### src/rtl/instr_decode.sv
// -----------------------------------------------------------------------------
// instr_decode
//   MIPS-32 control decoder for the P6 five-stage pipeline. Maps a 32-bit
//   instruction word to data-memory controls (MemWrite, DMLOp, DMSOp) and the
//   general controls RegWrite, IsLoad and Illegal. Decode is combinational.
//   IllSeen is a sticky flag that records any illegal instruction seen at a
//   clock edge since the last reset.
//
//   Optional feature macro: DECODE_REG_OUT_EN
//     undefined (default) : controls follow instr combinationally (latency 0)
//     defined             : controls are registered on posedge clk (latency 1),
//                           cleared by reset, and IllSeen is set from the
//                           registered Illegal.
//
//   Reset is synchronous and active-low (reset = 0 clears at posedge clk).
// -----------------------------------------------------------------------------
module instr_decode (
  input  logic        clk,
  input  logic        reset,
  input  logic [31:0] instr,
  output logic        MemWrite,
  output logic [3:0]  DMLOp,
  output logic [3:0]  DMSOp,
  output logic        RegWrite,
  output logic        IsLoad,
  output logic        Illegal,
  output logic        IllSeen
);

  // Primary opcodes (instr[31:26])
  localparam logic [5:0] OP_RTYPE = 6'b000000;
  localparam logic [5:0] OP_LW    = 6'b100011;
  localparam logic [5:0] OP_LB    = 6'b100000;
  localparam logic [5:0] OP_LBU   = 6'b100100;
  localparam logic [5:0] OP_LH    = 6'b100001;
  localparam logic [5:0] OP_LHU   = 6'b100101;
  localparam logic [5:0] OP_SW    = 6'b101011;
  localparam logic [5:0] OP_SB    = 6'b101000;
  localparam logic [5:0] OP_SH    = 6'b101001;
  localparam logic [5:0] OP_ORI   = 6'b001101;
  localparam logic [5:0] OP_ADDIU = 6'b001001;
  localparam logic [5:0] OP_LUI   = 6'b001111;
  localparam logic [5:0] OP_JAL   = 6'b000011;
  localparam logic [5:0] OP_BEQ   = 6'b000100;
  localparam logic [5:0] OP_BNE   = 6'b000101;
  localparam logic [5:0] OP_J     = 6'b000010;

  // R-type function codes (instr[5:0])
  localparam logic [5:0] FN_ADDU  = 6'b100001;
  localparam logic [5:0] FN_SUBU  = 6'b100011;
  localparam logic [5:0] FN_AND   = 6'b100100;
  localparam logic [5:0] FN_OR    = 6'b100101;
  localparam logic [5:0] FN_SLT   = 6'b101010;
  localparam logic [5:0] FN_SLTU  = 6'b101011;
  localparam logic [5:0] FN_SLL   = 6'b000000;
  localparam logic [5:0] FN_JR    = 6'b001000;

  // Load / store type encodings carried on DMLOp / DMSOp
  typedef enum logic [3:0] {
    DML_NONE = 4'd0, DML_LW = 4'd1, DML_LB = 4'd2,
    DML_LBU  = 4'd3, DML_LH = 4'd4, DML_LHU = 4'd5
  } dml_e;

  typedef enum logic [3:0] {
    DMS_NONE = 4'd0, DMS_SW = 4'd1, DMS_SB = 4'd2, DMS_SH = 4'd3
  } dms_e;

  typedef struct packed {
    logic       mem_write;
    dml_e       dml_op;
    dms_e       dms_op;
    logic       reg_write;
    logic       illegal;
  } ctrl_t;

  logic [5:0] w_opcode;
  logic [5:0] w_funct;
  ctrl_t      w_ctrl;   // combinational decode
  ctrl_t      w_out;    // decode as presented on the outputs
  logic       r_ill_seen;

  assign w_opcode = instr[31:26];
  assign w_funct  = instr[5:0];

  // Decode opcode/funct into controls; anything unlisted is illegal. The case
  // items match exactly, so X/Z on opcode or funct falls to the illegal default.
  always_comb begin
    // NOTE: every field gets a default before the case so no path leaves a
    // control unassigned, which would otherwise infer a latch.
    w_ctrl = '{mem_write: 1'b0, dml_op: DML_NONE, dms_op: DMS_NONE,
               reg_write: 1'b0, illegal: 1'b0};
    case (w_opcode)
      OP_RTYPE: begin
        case (w_funct)
          FN_ADDU, FN_SUBU, FN_AND, FN_OR,
          FN_SLT, FN_SLTU, FN_SLL:         w_ctrl.reg_write = 1'b1;
          FN_JR:                           w_ctrl.reg_write = 1'b0;
          default:                         w_ctrl.illegal   = 1'b1;
        endcase
      end
      OP_LW:  begin w_ctrl.dml_op = DML_LW;  w_ctrl.reg_write = 1'b1; end
      OP_LB:  begin w_ctrl.dml_op = DML_LB;  w_ctrl.reg_write = 1'b1; end
      OP_LBU: begin w_ctrl.dml_op = DML_LBU; w_ctrl.reg_write = 1'b1; end
      OP_LH:  begin w_ctrl.dml_op = DML_LH;  w_ctrl.reg_write = 1'b1; end
      OP_LHU: begin w_ctrl.dml_op = DML_LHU; w_ctrl.reg_write = 1'b1; end
      OP_SW:  begin w_ctrl.dms_op = DMS_SW;  w_ctrl.mem_write = 1'b1; end
      OP_SB:  begin w_ctrl.dms_op = DMS_SB;  w_ctrl.mem_write = 1'b1; end
      OP_SH:  begin w_ctrl.dms_op = DMS_SH;  w_ctrl.mem_write = 1'b1; end
      OP_ORI, OP_ADDIU, OP_LUI, OP_JAL:      w_ctrl.reg_write = 1'b1;
      OP_BEQ, OP_BNE, OP_J:                  w_ctrl.reg_write = 1'b0;
      default:                               w_ctrl.illegal   = 1'b1;
    endcase
  end

`ifdef DECODE_REG_OUT_EN
  ctrl_t r_ctrl;

  // Register the decoded controls for one cycle of latency; reset clears them.
  always_ff @(posedge clk) begin
    // NOTE: sequential state uses non-blocking assignments so every register
    // samples pre-edge values regardless of block evaluation order.
    if (!reset) r_ctrl <= '{mem_write: 1'b0, dml_op: DML_NONE, dms_op: DMS_NONE,
                            reg_write: 1'b0, illegal: 1'b0};
    else        r_ctrl <= w_ctrl;
  end

  assign w_out = r_ctrl;
`else
  assign w_out = w_ctrl;
`endif

  // Sticky illegal flag: reset wins over a simultaneous illegal instruction.
  always_ff @(posedge clk) begin
    if (!reset)             r_ill_seen <= 1'b0;
    else if (w_out.illegal) r_ill_seen <= 1'b1;
  end

  assign MemWrite = w_out.mem_write;
  assign DMLOp    = w_out.dml_op;
  assign DMSOp    = w_out.dms_op;
  assign RegWrite = w_out.reg_write;
  assign IsLoad   = (w_out.dml_op != DML_NONE);
  assign Illegal  = w_out.illegal;
  assign IllSeen  = r_ill_seen;

endmodule

### config.mk
export PLATFORM = sky130hd
export DESIGN_NAME = instr_decode
export DESIGN_NICKNAME = d
export VERILOG_FILES = /design/src/rtl/instr_decode.sv
export SDC_FILE = /design/constraint.sdc
export NUM_CORES = 1
export LEC_CHECK = 0
export BUFFER_PORTS_ARGS = -buffer_cell sky130_fd_sc_hd__buf_2
export CELL_PAD_IN_SITES_DETAIL_PLACEMENT = 1
export CELL_PAD_IN_SITES_GLOBAL_PLACEMENT = 1
export CORE_ASPECT_RATIO = 1.1
export CORE_MARGIN = 10
export CORE_UTILIZATION = 15
export DETAILED_ROUTE_END_ITERATION = 6
export MAX_ROUTING_LAYER = met4
export PLACE_DENSITY = 0.83
export SLEW_MARGIN = 20
export SYNTH_ARGS = -nofsm -noshare
export SYNTH_HDL_FRONTEND = slang
export SYNTH_SLANG_ARGS = --single-unit
### constraint.sdc
create_clock -name clk -period 1.39 [get_ports clk]
set_input_delay 0 -clock clk [delete_from_list [all_inputs] [get_ports clk]]
set_output_delay 0 -clock clk [all_outputs]
set_load 0.01 [all_outputs]
Yosys cells after proc, flatten, opt, wreduce, memory -nomap -nowiden
Cells that the tools add are included.
{"block": "classes", "n_eq_ne": 22, "n_mux": 7, "n_reduce_logical": 8}
{"cell": "equality test 6 bit, second input constant", "n": 14}
{"cell": "equality test 6 x 4 -> 1 bit, second input constant", "n": 4}
{"cell": "one-hot mux 3 bit (5 select lines)", "n": 1}
{"cell": "OR reduction 15 bit", "n": 1}
{"cell": "equality test 6 x 2 -> 1 bit, second input constant", "n": 2}
{"cell": "equality test 6 x 3 -> 1 bit, second input constant", "n": 2}
{"cell": "zero test 6 bit", "n": 2}
{"cell": "OR reduction 9 bit", "n": 1}
{"cell": "OR reduction 8 bit", "n": 1}
{"cell": "OR reduction 7 bit", "n": 1}
{"cell": "one-hot mux 2 bit (3 select lines)", "n": 1}
{"cell": "one-hot mux 1 bit (2 select lines)", "n": 2}
{"cell": "nonzero test 4 bit", "n": 1}
{"cell": "2-to-1 mux 1 bit", "n": 3}
{"cell": "OR reduction 3 bit", "n": 1}
{"block": "word_totals", "register_bits": 1, "in_bits": 34, "out_inout_bits": 13, "elab_cells": 38}

Logic depth before layout (Yosys ltp)
{"block": "logic_depth", "ltp_word": 4, "depth_mapped": 5, "depth_no_buf": 4}

Worst setup path before layout
No wires, ideal clock.
{"block": "synth_path", "path_type": "in2out", "start": "input instr[1]", "end": "output RegWrite", "t_arrival_ns": 1.035, "required_time_ns": 1.390, "path_slack_ns": 0.355, "stages": 4, "cell_sequence": "or4_1 nor2_1 a21oi_1 o32ai_1"}
{"block": "synth_via", "elab_chain_len": 4}
{"element": "from (decl)", "line_no": "20", "text": "input logic [31:0] instr,"}
{"element": "equality test 6 bit / zero test 6 bit (equally long branches)", "line_no": "94", "text": "case (w_funct)"}
{"element": "OR reduction 7 bit *"}
{"element": "2-to-1 mux 1 bit *", "line_no": "94"}
{"element": "one-hot mux 1 bit (2 select lines) *", "line_no": "92", "text": "case (w_opcode)"}
{"element": "to (decl)", "line_no": "24", "text": "output logic RegWrite,"}
Every way passes the cells marked *; elsewhere a longest branch is shown, timed or not.

Worst setup path in the final report
Ends and elaborated chain as after synthesis.

==> reports/results.txt <==
flop-to-flop setup slack = 0.85 ns
Largest register FFs = 1
final worst slack = 0.185 ns
Die X = 63.4 µm
Fillers = 258
port bufs = 23
Async SR Flop Fraction = 0%
Synth Flop Type = dfxtp_1
post-cts resize count = 0
slowest stage delay, CP = 0.54 ns
worst hold slack = 0.231 ns
period utilisation layout = 86.7%
Worst setup SP type = input port
# Post-CTS Setup Buffers = 0
run status = complete, no violations
CP Capture Type = output port
max cap viols = 0
Reg2Reg Depth = 2
Syn Std Cell Area = 310 µm²
Min-Delay Path Class = in2reg
Placed Instances = 98
gr ovfl total = 0
CP max-delay cell = or4_1
Setup TNS Final = 0 ns
pre-CTS setup slack = 0.183 ns
final hold vios = 0
Starting Density = 15.5%
largest net degree at the start of global routing = 11
maximum VDD drop = 0.000128 V
DRT iter0 DRCs = 5
worst hold path startpoint = reset
routed len/inst = 12.3 µm
Post-DP HPWL = 1080 µm
hold endpoint = IllSeen$_SDFFE_PN0P_
DIE HEIGHT = 67.7 µm
EDFF count, synth = 0
row count = 17
initial antenna violation count = 0
reg-to-reg startpoint = IllSeen$_SDFFE_PN0P_
die area = 4290 µm²
RePlAce Congestion = 0.800
I/O Pins = 47
post-synth top area share = 9.68%
Reg clk slew, reported paths = 0 ns
vias per cell = 4.31
wirelength, routed = 1210 µm
worst skew pair latency = 0 ns
share of cells above drive strength 1 = 40.0%
clk_skew = 0 ns
gr usage total = 4.91%
Pre-Repair DR Iteration Count = 4
critical path class = in2out
WHS Path Cells = 3
RSZ-0062 raised after global routing = no
core footprint = 2000 µm²
post-synthesis sequential area ratio = 6.45%
Non-Filler Instances = 98
leading area contributor after synthesis = a21oi_1
ANT nets after route = 0
Synth Warn # = 0
Worst Path Required = 1.39 ns
first-pass GRT wire length = 1790 µm
Final nets = 106
Synth Instances = 49
CP Max Fanout = 3
Yosys cell types = 25
Worst slew margin = 65.9%
Layout Area Growth over Synthesis = 39.9%
Final Max Slew Viols = 0
CP most frequent cell = buf_2
hold_buf cts = 0
Max Fclk = 830 MHz
worst-margin pin slew = 0.511 ns
final-report setup violation count = 0
vias in the first global route = 417
count leader, synth = nor2_1
Pleak = 0.221 nW
min cycle time layout = 1.21 ns
top cells by count, synth = nor2_1 (7), a21oi_1 (6), inv_1 (5), nand2_1 (5), buf_4 (3)
top cells by area, synth = a21oi_1 (9.7%), nor2_1 (8.5%), buf_4 (7.3%)
# DRC = 0
CP Cell Sequence = buf_2 -> or4_1 -> nor2_1 -> a21oi_1 -> o32ai_1 -> buf_2
RR Endpoint = IllSeen$_SDFFE_PN0P_
# diodes = 0
CP arrival = 1.21 ns
syn avg cell area = 6.33 µm²
#FFs+latches synth = 1
pwr dens = 306 nW/µm²
via count = 422
[logic make-up (layout without fill, tap and decap cells)]
| family | after synthesis | in the layout | share of synthesized area [%] |
|---|---|---|---|
| other cells | 1 | 3 | 1.21 |
| compound gates | 13 | 13 | 28.2 |
| flops | 1 | 1 | 6.45 |
| buf+inv | 9 | 28 | 16.9 |
| mux | 1 | 1 | 3.23 |
| simple gates | 24 | 24 | 44.0 |
[cells in the final DEF (no fill, tap or decap), types with 2 or more instances in the layout]
cell type  instances
buf_2             23
nor2_1             7
a21oi_1            6
inv_1              5
nand2_1            5
conb_1             3
or2b_2             2
o32ai_1            2
nor3_1             2
[power breakdown]
group,internal (W),switching [W]
clock network,0,0
registers,0.0000317,0.00000108
logic,0.0000422,0.0000578
[metal layers]
| layer | wire length [µm] | GRT usage (%) | vias to the layer above |
|---|---|---|---|
| met5 | 0 | - | - |
| met4 | 0 | 0 | 0 |
| met3 | 3 | 0 | 0 |
| met2 | 777 | 11.4 | 4 |
| met1 | 424 | 4.51 | 206 |
| li1 | - | - | 212 |
[critical path: cells and delay by family]
family	cells	cell delay, ns
AND/OR/NAND/NOR	2	0.65
buffers and inverters	2	0.29
AO/OA/AOI/OAI	2	0.27
[per-stage QoR]
stage,utilization (%),area [µm²],total power [W]
final,21.7,434,0.000133
after global routing,21.7,434,0.000146
after CTS,21.7,434,0.000134
after detailed placement,21.7,434,0.000134
after global placement,21.7,434,0.000129
after floorplan,-,318,0.0000920
[worst max path at each step]
stage	from	to	slack, ns	depth (start not counted)
2_1_floorplan	instr[1]	RegWrite	0.35	4
5_1_grt	instr[1]	RegWrite	0.11	6
3_3_place_gp	instr[1]	RegWrite	0.19	6
6_report	instr[1]	RegWrite	0.18	6
4_1_cts	instr[1]	RegWrite	0.18	6
3_5_place_dp	instr[1]	RegWrite	0.18	6
[area by class of cell]
cell class	instances	area [µm²]	share of cell area, %
timing repair buffer	23	115	26.5
tap	28	35.0	8.07
sequential	1	20.0	4.61
multi-input combinational	41	245	56.5
inverter	5	18.8	4.32
Power figures use the tool's default switching activity.
